===== config.mk =====
export PLATFORM = sky130hd
export DESIGN_NAME = snoop_bus_arbiter
export DESIGN_NICKNAME = d
export VERILOG_FILES = /design/src/rtl/snoop_bus_arbiter.sv
export SDC_FILE = /design/constraint.sdc
export NUM_CORES = 1
export LEC_CHECK = 0
export ABC_CLOCK_PERIOD_IN_PS = 3260
export CORE_MARGIN = 1
export CORE_UTILIZATION = 45
export CTS_CLUSTER_SIZE = 20
export DETAILED_ROUTE_END_ITERATION = 12
export PLACE_DENSITY = 0.95
export SKIP_LAST_GASP = 1
export SLEW_MARGIN = 20
export SYNTH_ARGS = -nofsm -noshare
export SYNTH_HDL_FRONTEND = slang
export SYNTH_SLANG_ARGS = --single-unit
export TNS_END_PERCENT = 5

===== constraint.sdc =====
create_clock -name clk -period 3.26 [get_ports clk]
set_input_delay 0.652 -clock clk [delete_from_list [all_inputs] [get_ports clk]]
set_output_delay 0.652 -clock clk [all_outputs]
set_load 0.05 [all_outputs]

===== src/rtl/snoop_bus_arbiter.sv =====
// Snoop bus arbiter for two L1 cache controllers: grants one miss/upgrade at a
// time, broadcasts the snoop to the other L1 and sequences cache-to-cache or memory fill.
module snoop_bus_arbiter #(
  parameter int ADDR_W        = 32,
  parameter int SNOOP_TIMEOUT = 16
) (
  input  logic              clk,
  input  logic              rst,
  input  logic              req0,
  input  logic              req1,
  input  logic [ADDR_W-1:0] req_addr0,
  input  logic [ADDR_W-1:0] req_addr1,
  input  logic [3:0]        req_snoop0,
  input  logic [3:0]        req_snoop1,
  output logic              gnt0,
  output logic              gnt1,
  output logic              done0,
  output logic              done1,
  output logic              is_bus_fetch,
  output logic              is_mem_fetch,
  output logic              snoop_valid0,
  output logic              snoop_valid1,
  output logic [ADDR_W-1:0] snoop_addr,
  output logic [3:0]        bus_snoop,
  input  logic              snoop_ack0,
  input  logic              snoop_ack1,
  input  logic              snoop_hit0,
  input  logic              snoop_hit1,
  input  logic              c2c_done,
  output logic              mem_req,
  input  logic              mem_done
);

  typedef enum logic [2:0] {
    IDLE  = 3'd0,
    SNOOP = 3'd1,
    C2C   = 3'd2,
    MEM   = 3'd3,
    DONE  = 3'd4
  } state_t;

  localparam logic [3:0] CODE_RD   = 4'b0001;
  localparam logic [3:0] CODE_RDX  = 4'b0111;
  localparam logic [3:0] CODE_INV  = 4'b1101;
  localparam logic [7:0] TIMEOUT_C = 8'(SNOOP_TIMEOUT);

  function automatic logic code_legal(input logic [3:0] code);
    return (code == CODE_RD) || (code == CODE_RDX) || (code == CODE_INV);
  endfunction

  state_t              state_r, state_s;
  logic                owner_r, owner_s;
  logic                last_gnt_r, last_gnt_s;
  logic [ADDR_W-1:0]   addr_r, addr_s;
  logic [3:0]          code_r, code_s;
  logic [7:0]          cnt_r, cnt_s, cnt_inc_s;
  logic                gnt0_r, gnt0_s, gnt1_r, gnt1_s;
  logic                done0_r, done0_s, done1_r, done1_s;
  logic                bus_fetch_r, bus_fetch_s, mem_fetch_r, mem_fetch_s;
  logic                sv0_r, sv0_s, sv1_r, sv1_s;
  logic                mem_req_r, mem_req_s;
  logic                ack_s, hit_s;

  // Next-state and next-output computation for the arbitration FSM
  always_comb begin
    state_s     = state_r;
    owner_s     = owner_r;
    last_gnt_s  = last_gnt_r;
    addr_s      = addr_r;
    code_s      = code_r;
    cnt_inc_s   = cnt_r + 8'd1;
    cnt_s       = cnt_r;
    gnt0_s      = gnt0_r;
    gnt1_s      = gnt1_r;
    done0_s     = 1'b0;
    done1_s     = 1'b0;
    bus_fetch_s = 1'b0;
    mem_fetch_s = 1'b0;
    sv0_s       = sv0_r;
    sv1_s       = sv1_r;
    mem_req_s   = mem_req_r;
    ack_s       = 1'b0;
    hit_s       = 1'b0;

    case (state_r)
      IDLE: begin
        if (req0 || req1) begin
          // On a tie the requester that did not win last time gets the bus.
          owner_s = (req0 && req1) ? ~last_gnt_r : req1;
          addr_s  = owner_s ? req_addr1 : req_addr0;
          code_s  = owner_s ? req_snoop1 : req_snoop0;
          gnt0_s  = ~owner_s;
          gnt1_s  = owner_s;
          cnt_s   = 8'd0;
          if (code_legal(code_s)) begin
            state_s = SNOOP;
            sv0_s   = owner_s;
            sv1_s   = ~owner_s;
          end else begin
            state_s = DONE;
            done0_s = ~owner_s;
            done1_s = owner_s;
          end
        end else begin
          state_s = IDLE;
        end
      end

      SNOOP: begin
        ack_s = owner_r ? snoop_ack0 : snoop_ack1;
        hit_s = ack_s & (owner_r ? snoop_hit0 : snoop_hit1);
        if (ack_s || (cnt_inc_s == TIMEOUT_C)) begin
          cnt_s = 8'd0;
          sv0_s = 1'b0;
          sv1_s = 1'b0;
          if (code_r == CODE_INV) begin
            state_s = DONE;
            done0_s = ~owner_r;
            done1_s = owner_r;
          end else if (hit_s) begin
            state_s = C2C;
          end else begin
            state_s   = MEM;
            mem_req_s = 1'b1;
          end
        end else begin
          cnt_s = cnt_inc_s;
        end
      end

      C2C: begin
        if (c2c_done) begin
          state_s     = DONE;
          done0_s     = ~owner_r;
          done1_s     = owner_r;
          bus_fetch_s = 1'b1;
        end else begin
          state_s = C2C;
        end
      end

      MEM: begin
        if (mem_done) begin
          state_s     = DONE;
          mem_req_s   = 1'b0;
          done0_s     = ~owner_r;
          done1_s     = owner_r;
          mem_fetch_s = 1'b1;
        end else begin
          state_s = MEM;
        end
      end

      DONE: begin
        state_s    = IDLE;
        last_gnt_s = owner_r;
        gnt0_s     = 1'b0;
        gnt1_s     = 1'b0;
        code_s     = 4'b0000;
      end

      default: begin
        state_s   = IDLE;
        gnt0_s    = 1'b0;
        gnt1_s    = 1'b0;
        sv0_s     = 1'b0;
        sv1_s     = 1'b0;
        mem_req_s = 1'b0;
        code_s    = 4'b0000;
        cnt_s     = 8'd0;
      end
    endcase
  end

  // State and registered-output update with synchronous reset
  always_ff @(posedge clk) begin
    if (rst) begin
      state_r     <= IDLE;
      owner_r     <= 1'b0;
      last_gnt_r  <= 1'b1;
      addr_r      <= '0;
      code_r      <= 4'b0000;
      cnt_r       <= 8'd0;
      gnt0_r      <= 1'b0;
      gnt1_r      <= 1'b0;
      done0_r     <= 1'b0;
      done1_r     <= 1'b0;
      bus_fetch_r <= 1'b0;
      mem_fetch_r <= 1'b0;
      sv0_r       <= 1'b0;
      sv1_r       <= 1'b0;
      mem_req_r   <= 1'b0;
    end else begin
      state_r     <= state_s;
      owner_r     <= owner_s;
      last_gnt_r  <= last_gnt_s;
      addr_r      <= addr_s;
      code_r      <= code_s;
      cnt_r       <= cnt_s;
      gnt0_r      <= gnt0_s;
      gnt1_r      <= gnt1_s;
      done0_r     <= done0_s;
      done1_r     <= done1_s;
      bus_fetch_r <= bus_fetch_s;
      mem_fetch_r <= mem_fetch_s;
      sv0_r       <= sv0_s;
      sv1_r       <= sv1_s;
      mem_req_r   <= mem_req_s;
    end
  end

  assign gnt0         = gnt0_r;
  assign gnt1         = gnt1_r;
  assign done0        = done0_r;
  assign done1        = done1_r;
  assign is_bus_fetch = bus_fetch_r;
  assign is_mem_fetch = mem_fetch_r;
  assign snoop_valid0 = sv0_r;
  assign snoop_valid1 = sv1_r;
  assign snoop_addr   = addr_r;
  assign bus_snoop    = code_r;
  assign mem_req      = mem_req_r;

endmodule


==> results.sh, run 1 <==
export IMPL_die_width_um=80.8
export IMPL_clkPwrFrac=0.253
export IMPL_synth_yosys_warnings=0
export IMPL_worst_hold_end="gnt0"
export IMPL_post_drt_wl_per_cell_um=14.3
export IMPL_synth_distinct_cells=44
export IMPL_tritoncts_num_sinks=58
export IMPL_pin_count_of_the_biggest_net_entering_global_routing=53
export IMPL_dp_hpwl_um=5610
export IMPL_netlist_top_cell_by_area="sky130_fd_sc_hd__dfxtp_1"
export IMPL_leakagePower_nw=1.61
export IMPL_power_combinational_fraction=0.397
export IMPL_p_int_w=0.00158
export IMPL_setup_tns_final_ns=0
export IMPL_post_dp_cell_area_um2=4110
export IMPL_regToRegStartpoint="cnt_r[0]"
export IMPL_n_fill_cell=457
export IMPL_worstHoldStart="gnt0"
export IMPL_max_vdd_ir_drop_mv=0.359
export IMPL_port_buffers=126
export IMPL_die_height_um=80.8
export IMPL_design_core_area_um2=5960
export IMPL_grt_usage=0.230
export IMPL_synth_area_per_cell_um2=8.73
export IMPL_postSynthRegisterBits=58
export IMPL_timing_critical_path_to_type="flop"
export IMPL_antenna_found_initial=0
export IMPL_run_status="complete, no violations"
export IMPL_p_sw_w=0.000949
export IMPL_syn_cell_area_um2=2790
export IMPL_area_growth_synth_to_final_pct=54.4
export IMPL_worst_ep_arrival_time_ns=2.56
export IMPL_antennaDiodeCount=0
export IMPL_number_of_cells_on_the_worst_reg_to_reg_path=7
export IMPL_layout_common_cells="sky130_fd_sc_hd__clkdlybuf4s50_1 (125), sky130_fd_sc_hd__nor2_1 (58), sky130_fd_sc_hd__dfxtp_1 (58)"
export IMPL_drt_pass1_iterations=4
export IMPL_biggest_area_contributors_in_the_synthesized_netlist="sky130_fd_sc_hd__dfxtp_1 (42%), sky130_fd_sc_hd__mux2i_1 (14%), sky130_fd_sc_hd__a211oi_1 (8.9%), sky130_fd_sc_hd__nor2_1 (7.8%), sky130_fd_sc_hd__a21oi_1 (3.2%)"
export IMPL_initial_utilization=0.469
export IMPL_worstSetupStartpointType="input pin"
export IMPL_vias_per_cell=5.40
export IMPL_fin_area_um2=4310
export IMPL_ff_latch_area_um2=1160
export IMPL_final_layout_size_suffix_gt1_frac=0.0607
export IMPL_vias=2809
export IMPL_layout_commonest_cell="sky130_fd_sc_hd__clkdlybuf4s50_1"
export IMPL_h_tree_depth=3
export IMPL_postCtsResizedCells=0
export IMPL_insertion_delay_ns=0.33
export IMPL_cts_tree="yes"
export IMPL_number_of_cells_traversed_by_the_worst_hold_path=2
export IMPL_cts_max_path_buffers=2
export IMPL_dominantRegCellSynth="sky130_fd_sc_hd__dfxtp_1"
export IMPL_async_flop_share=0
export IMPL_root_buffer="sky130_fd_sc_hd__clkbuf_8"
export IMPL_switching_share=0.376
export IMPL_grt_setup_unrepaired="false"
export IMPL_timing_critical_path_slowest_cell_delay_ns=0.52
export IMPL_drt_drc_violations_left=0
export IMPL_std_cell_rows=28
export IMPL_final_weighted_congestion_in_routability_driven_placement=0.899
export IMPL_cts_hold_fix_buffers=0
export IMPL_rr_endpoint="snoop_valid0"
export IMPL_cp_max_delay_cell="sky130_fd_sc_hd__clkdlybuf4s50_1"
export IMPL_drt_iter0_markers=137
export IMPL_timing_critical_path_fanout_max=25
export IMPL_clock_pin_slew_on_the_worst_setup_and_hold_paths_ns=0.06
export IMPL_final_period_minus_worst_setup_slack_ns=2.31
export IMPL_synth_seq_area_share=0.416
export IMPL_area_taken_by_multi_input_logic_gates_um2=1540
export IMPL_syn_inst=320
export IMPL_maximum_capacitance_violations=0
export IMPL_maxClockFrequency_mhz=433
export IMPL_hold_path_class="reg2reg"
export IMPL_pin_count=127
export IMPL_cellPowerDensity_nw_per_um2=586
export IMPL_setup_reg_to_reg_worst_slack_ns=1.06
export IMPL_drtAntennaViolNets=0
export IMPL_routed_wl_um=7460
export IMPL_timing_final_crit_share=0.708
export IMPL_crit_type="in2reg"
export IMPL_synth_top_area_share=0.416
export IMPL_setup_viol=0
export IMPL_timing_hold_violations_final=0
export IMPL_first_global_vias=2601
export IMPL_synthesis_nets=404
export IMPL_slew_violations=0
export IMPL_final_setup_skew_ns=0.00830
export IMPL_cp_cell_sequence="clkdlybuf4s50_1 > a21boi_4 > buf_4 > nand2_1 > or3_1 > a21oi_1"
export IMPL_sum_of_overflow_across_all_layers_after_global_routing=0
export IMPL_cts_setup_buffers=0
export IMPL_finalNetCount=524
export IMPL_grt_first_pass_wirelength_um=11400
export IMPL_worstMarginPinSlew_ns=0.697
export IMPL_cts_buffers=9
export IMPL_synth_edff_count=0
export IMPL_share_seq_of_total_power=0.349
export IMPL_dieArea_um2=6530
export IMPL_timing_critical_path_required_ns=3.51
export IMPL_relSlewSlack=0.532
[state kept, by name, indices dropped and copies added (netlist names), 3 cells and up]
name / flops
cnt_r: 8
bus_snoop: 4
snoop_addr: 32
state_r: 3
[worst max-delay path by stage]
stage	cells after the start	slack, ns	from	endpoint
2_1_floorplan	5	1.43	req1	snoop_addr[11]
3_3_place_gp	6	0.73	req1	snoop_valid0
3_5_place_dp	6	0.65	req1	snoop_valid0
4_1_cts	6	0.98	req1	snoop_valid0
5_1_grt	6	0.90	snoop_ack0	cnt_r[2]
6_report	6	0.95	req1	snoop_valid0
[power groups by stage]
stage	registers, W	clock network, W	logic, W
2_1_floorplan	0.00121	0	0.000319
3_3_place_gp	0.000890	0	0.000983
3_5_place_dp	0.000896	0	0.00100
4_1_cts	0.000883	0.000650	0.00101
5_1_grt	0.000894	0.000681	0.00107
6_report	0.000882	0.000640	0.00100
[critical path, delay by kind of cell]
family | cells | cell delay (ns)
AO/OA/AOI/OAI | 2 | 0.41
buffers and inverters | 2 | 0.93
AND/OR/NAND/NOR | 2 | 0.56
[cells by family (layout without fill, tap and decap cells)]
| logic type | after synthesis | after routing | synth area share |
|---|---|---|---|
| AOI/OAI and AO/OA | 84 | 84 | 0.209 |
| xor gates and xnor gates | 3 | 3 | 0.00941 |
| adders and majority gates | 2 | 2 | 0.00896 |
| buffers and inverters | 25 | 150 | 0.0385 |
| DFF | 58 | 58 | 0.416 |
| muxes | 38 | 38 | 0.136 |
| and+or+nand+nor | 110 | 110 | 0.182 |
[final cells by class]
cell class                 count  area share
clock inverter                 1     0.00116
inverter                       4     0.00348
timing repair buffer         130       0.301
clock buffer                  15      0.0455
sequential                    58       0.269
tap                           75      0.0218
multi-input combinational    237       0.358
[stage by stage]
step	hold slack [ns]	instances	worst slack, ns	power, W	util
after floorplan	0.491	320	1.43	0.00153	-
after global placement	0.450	504	0.733	0.00187	0.691
after detailed placement	0.451	504	0.646	0.00190	0.691
after CTS	0.462	520	0.985	0.00254	0.724
after global routing	0.479	520	0.904	0.00264	0.724
final	0.460	520	0.952	0.00253	0.724
[cells in the mapped netlist (2+ instances only)]
| master | n |
|---|---|
| sky130_fd_sc_hd__or3_1 | 4 |
| sky130_fd_sc_hd__o21ai_1 | 3 |
| sky130_fd_sc_hd__mux2i_1 | 38 |
| sky130_fd_sc_hd__nor2b_1 | 5 |
| sky130_fd_sc_hd__a31oi_1 | 4 |
| sky130_fd_sc_hd__buf_2 | 11 |
| sky130_fd_sc_hd__o31ai_1 | 2 |
| sky130_fd_sc_hd__ha_1 | 2 |
| sky130_fd_sc_hd__clkbuf_1 | 7 |
| sky130_fd_sc_hd__a211oi_1 | 33 |
| sky130_fd_sc_hd__o21ai_0 | 10 |
| sky130_fd_sc_hd__nand2b_1 | 5 |
| sky130_fd_sc_hd__xor2_1 | 2 |
| sky130_fd_sc_hd__inv_1 | 4 |
| sky130_fd_sc_hd__and4b_1 | 2 |
| sky130_fd_sc_hd__buf_1 | 3 |
| sky130_fd_sc_hd__nand2_1 | 16 |
| sky130_fd_sc_hd__nor3_1 | 4 |
| sky130_fd_sc_hd__nand3_1 | 8 |
| sky130_fd_sc_hd__a21oi_1 | 18 |
| sky130_fd_sc_hd__nor2_1 | 58 |
| sky130_fd_sc_hd__nand3b_1 | 2 |
| sky130_fd_sc_hd__dfxtp_1 | 58 |
[layer usage]
layer / vias to the layer above / part of all wire / global-route usage
li1: 1401 / - / -
met1: 1281 / 0.40 / 0.264
met2: 117 / 0.51 / 0.405
met3: 10 / 0.072 / 0.0584
met4: 0 / 0.014 / 0.0982
met5: - / 0 / 0
Note: power is estimated with default switching activity, not from simulation.
==> inputs of run 2 (changes only) <==
--- a/config.mk
+++ b/config.mk
@@ -5,12 +5,12 @@
 export SDC_FILE = /design/constraint.sdc
 export NUM_CORES = 1
 export LEC_CHECK = 0
-export ABC_CLOCK_PERIOD_IN_PS = 3260
+export ABC_CLOCK_PERIOD_IN_PS = 2400
 export CORE_MARGIN = 1
-export CORE_UTILIZATION = 45
+export CORE_UTILIZATION = 42
 export CTS_CLUSTER_SIZE = 20
 export DETAILED_ROUTE_END_ITERATION = 12
-export PLACE_DENSITY = 0.95
+export PLACE_DENSITY = 0.9
 export SKIP_LAST_GASP = 1
 export SLEW_MARGIN = 20
 export SYNTH_ARGS = -nofsm -noshare
==> constraint.sdc (replaced) <==
create_clock -name clk -period 2.4 [get_ports clk]
set_input_delay 0.48 -clock clk [delete_from_list [all_inputs] [get_ports clk]]
set_output_delay 0.48 -clock clk [all_outputs]
set_load 0.05 [all_outputs]
==> run 2 against run 1 <==
Net effect:
- power grew 36%
- final cell count grew 1.5%
- clock power grew 28%
- register-to-register slack lost 0.82 ns
- clock skew shrank 0.0021 ns
- combinational power grew 40%
- cell area grew 0.93%
- worst setup slack lost 0.71 ns
- non-clock buffer count grew 6
- hold slack gained 0.0034 ns
- first-iteration DRC count grew 45%
- critical endpoint unchanged
- largest cell class unchanged
==> results.sh, run 2 (same netlist as run 1, synthesis figures left out) <==
export IMPL_run_status="complete, no violations"
export IMPL_clkPwrFrac=0.240
export IMPL_grt_setup_unrepaired="false"
export IMPL_std_cell_rows=29
export IMPL_post_drt_wl_per_cell_um=15.5
export IMPL_slew_violations=0
export IMPL_area_growth_synth_to_final_pct=55.8
export IMPL_leakagePower_nw=1.63
export IMPL_setup_viol=0
export IMPL_design_core_area_um2=6390
export IMPL_layout_common_cells="sky130_fd_sc_hd__clkdlybuf4s50_1 (125), sky130_fd_sc_hd__nor2_1 (58), sky130_fd_sc_hd__dfxtp_1 (58)"
export IMPL_power_combinational_fraction=0.410
export IMPL_fin_area_um2=4350
export IMPL_setup_tns_final_ns=0
export IMPL_drt_iter0_markers=198
export IMPL_dieArea_um2=6980
export IMPL_worst_ep_arrival_time_ns=2.42
export IMPL_final_weighted_congestion_in_routability_driven_placement=0.858
export IMPL_tritoncts_num_sinks=58
export IMPL_ff_latch_area_um2=1160
export IMPL_routed_wl_um=8160
export IMPL_p_sw_w=0.00135
export IMPL_cp_cell_sequence="ha_1 > nand3_1 > nor2_1 > xnor2_1 > a31oi_2 > buf_4 > or3_1 > a21oi_1"
export IMPL_antennaDiodeCount=0
export IMPL_timing_critical_path_required_ns=2.66
export IMPL_cts_setup_buffers=0
export IMPL_n_fill_cell=497
export IMPL_area_taken_by_multi_input_logic_gates_um2=1540
export IMPL_timing_critical_path_to_type="flop"
export IMPL_maximum_capacitance_violations=0
export IMPL_timing_hold_violations_final=0
export IMPL_drt_drc_violations_left=0
export IMPL_pin_count_of_the_biggest_net_entering_global_routing=61
export IMPL_hold_path_class="reg2reg"
export IMPL_share_seq_of_total_power=0.350
export IMPL_vias_per_cell=5.51
export IMPL_grt_usage=0.238
export IMPL_grt_first_pass_wirelength_um=13200
export IMPL_switching_share=0.393
export IMPL_sum_of_overflow_across_all_layers_after_global_routing=0
export IMPL_antenna_found_initial=0
export IMPL_timing_critical_path_fanout_max=6
export IMPL_final_period_minus_worst_setup_slack_ns=2.16
export IMPL_pin_count=127
export IMPL_die_width_um=83.6
export IMPL_final_layout_size_suffix_gt1_frac=0.0732
export IMPL_insertion_delay_ns=0.34
export IMPL_cts_buffers=9
export IMPL_drt_pass1_iterations=4
export IMPL_cts_tree="yes"
export IMPL_port_buffers=126
export IMPL_root_buffer="sky130_fd_sc_hd__clkbuf_8"
export IMPL_vias=2911
export IMPL_die_height_um=83.6
export IMPL_cp_max_delay_cell="sky130_fd_sc_hd__dfxtp_1"
export IMPL_crit_type="reg2reg"
export IMPL_initial_utilization=0.438
export IMPL_cts_max_path_buffers=2
export IMPL_largest_reg_flops=32
export IMPL_final_setup_skew_ns=0.00618
export IMPL_dp_hpwl_um=6090
export IMPL_max_vdd_ir_drop_mv=0.595
export IMPL_relSlewSlack=0.597
export IMPL_p_int_w=0.00208
export IMPL_timing_final_crit_share=0.899
export IMPL_clock_pin_slew_on_the_worst_setup_and_hold_paths_ns=0.06
export IMPL_layout_commonest_cell="sky130_fd_sc_hd__clkdlybuf4s50_1"
export IMPL_cellPowerDensity_nw_per_um2=787
export IMPL_finalNetCount=530
export IMPL_timing_critical_path_slowest_cell_delay_ns=0.44
export IMPL_cts_hold_fix_buffers=0
export IMPL_first_global_vias=2803
export IMPL_worstMarginPinSlew_ns=0.601
export IMPL_drtAntennaViolNets=0
export IMPL_worstSetupStartpointType="flop"
export IMPL_post_dp_cell_area_um2=4170
export IMPL_h_tree_depth=3
export IMPL_maxClockFrequency_mhz=463
export IMPL_postCtsResizedCells=0
run 2: changes by cell type in the layout (fill, tap and decap cells not counted):
cell,before,now
sky130_fd_sc_hd__clkinv_2,1,2
sky130_fd_sc_hd__buf_4,3,8
sky130_fd_sc_hd__clkbuf_8,14,11
sky130_fd_sc_hd__clkinvlp_4,0,1
sky130_fd_sc_hd__clkinv_4,0,1
sky130_fd_sc_hd__buf_12,1,2
run 2: area by class of cell:
type	count	area share
clock buffers	12	0.0356
flip-flops and latches	58	0.267
clock inverters	4	0.00603
multi-input cells	237	0.355
well taps	77	0.0221
inverters	4	0.00345
repair buffers	136	0.311
run 2: power groups by stage:
stage	Combinational, W	Clock (W)	Sequential [W]
after floorplan	0.000434	0	0.00164
after global placement	0.00137	0	0.00121
after detailed placement	0.00140	0	0.00122
after CTS	0.00141	0.000836	0.00120
after global routing	0.00148	0.000890	0.00122
final	0.00140	0.000821	0.00120
run 2: critical path: cells and delay by family, from the launching register on:
family,cells,cell delay (ns)
fa+ha+maj,1,0.29
flops,1,0.44
buf+inv,1,0.18
simple gates,3,0.70
xor+xnor,1,0.20
compound gates,2,0.28
run 2: final timing paths:
path         startpoint            to  slack (ns)  cells after the start
min                gnt0          gnt0        0.46                      2
max            cnt_r[0]  snoop_valid0        0.24                      8
min reg2reg        gnt0          gnt0        0.46                      2
max reg2reg    cnt_r[0]  snoop_valid0        0.24                      8
run 2: per-stage QoR:
step                setup WS (ns)  std cells  hold WS, ns  utilization  total power [W]
finish                      0.242        528        0.464        0.682          0.00342
global route               0.0867        528        0.491        0.682          0.00359
CTS                         0.255        528        0.469        0.682          0.00344
detailed placement         0.0778        512        0.460        0.653          0.00262
global placement            0.173        512        0.444        0.653          0.00258
floorplan                   0.644        320        0.491            -          0.00207
run 2: layer usage:
metal	vias up	share of wire	GRT usage
met5	-	0	0
met4	0	0.031	0.128
met3	20	0.057	0.0514
met2	113	0.51	0.411
met1	1368	0.40	0.272
li1	1410	-	-
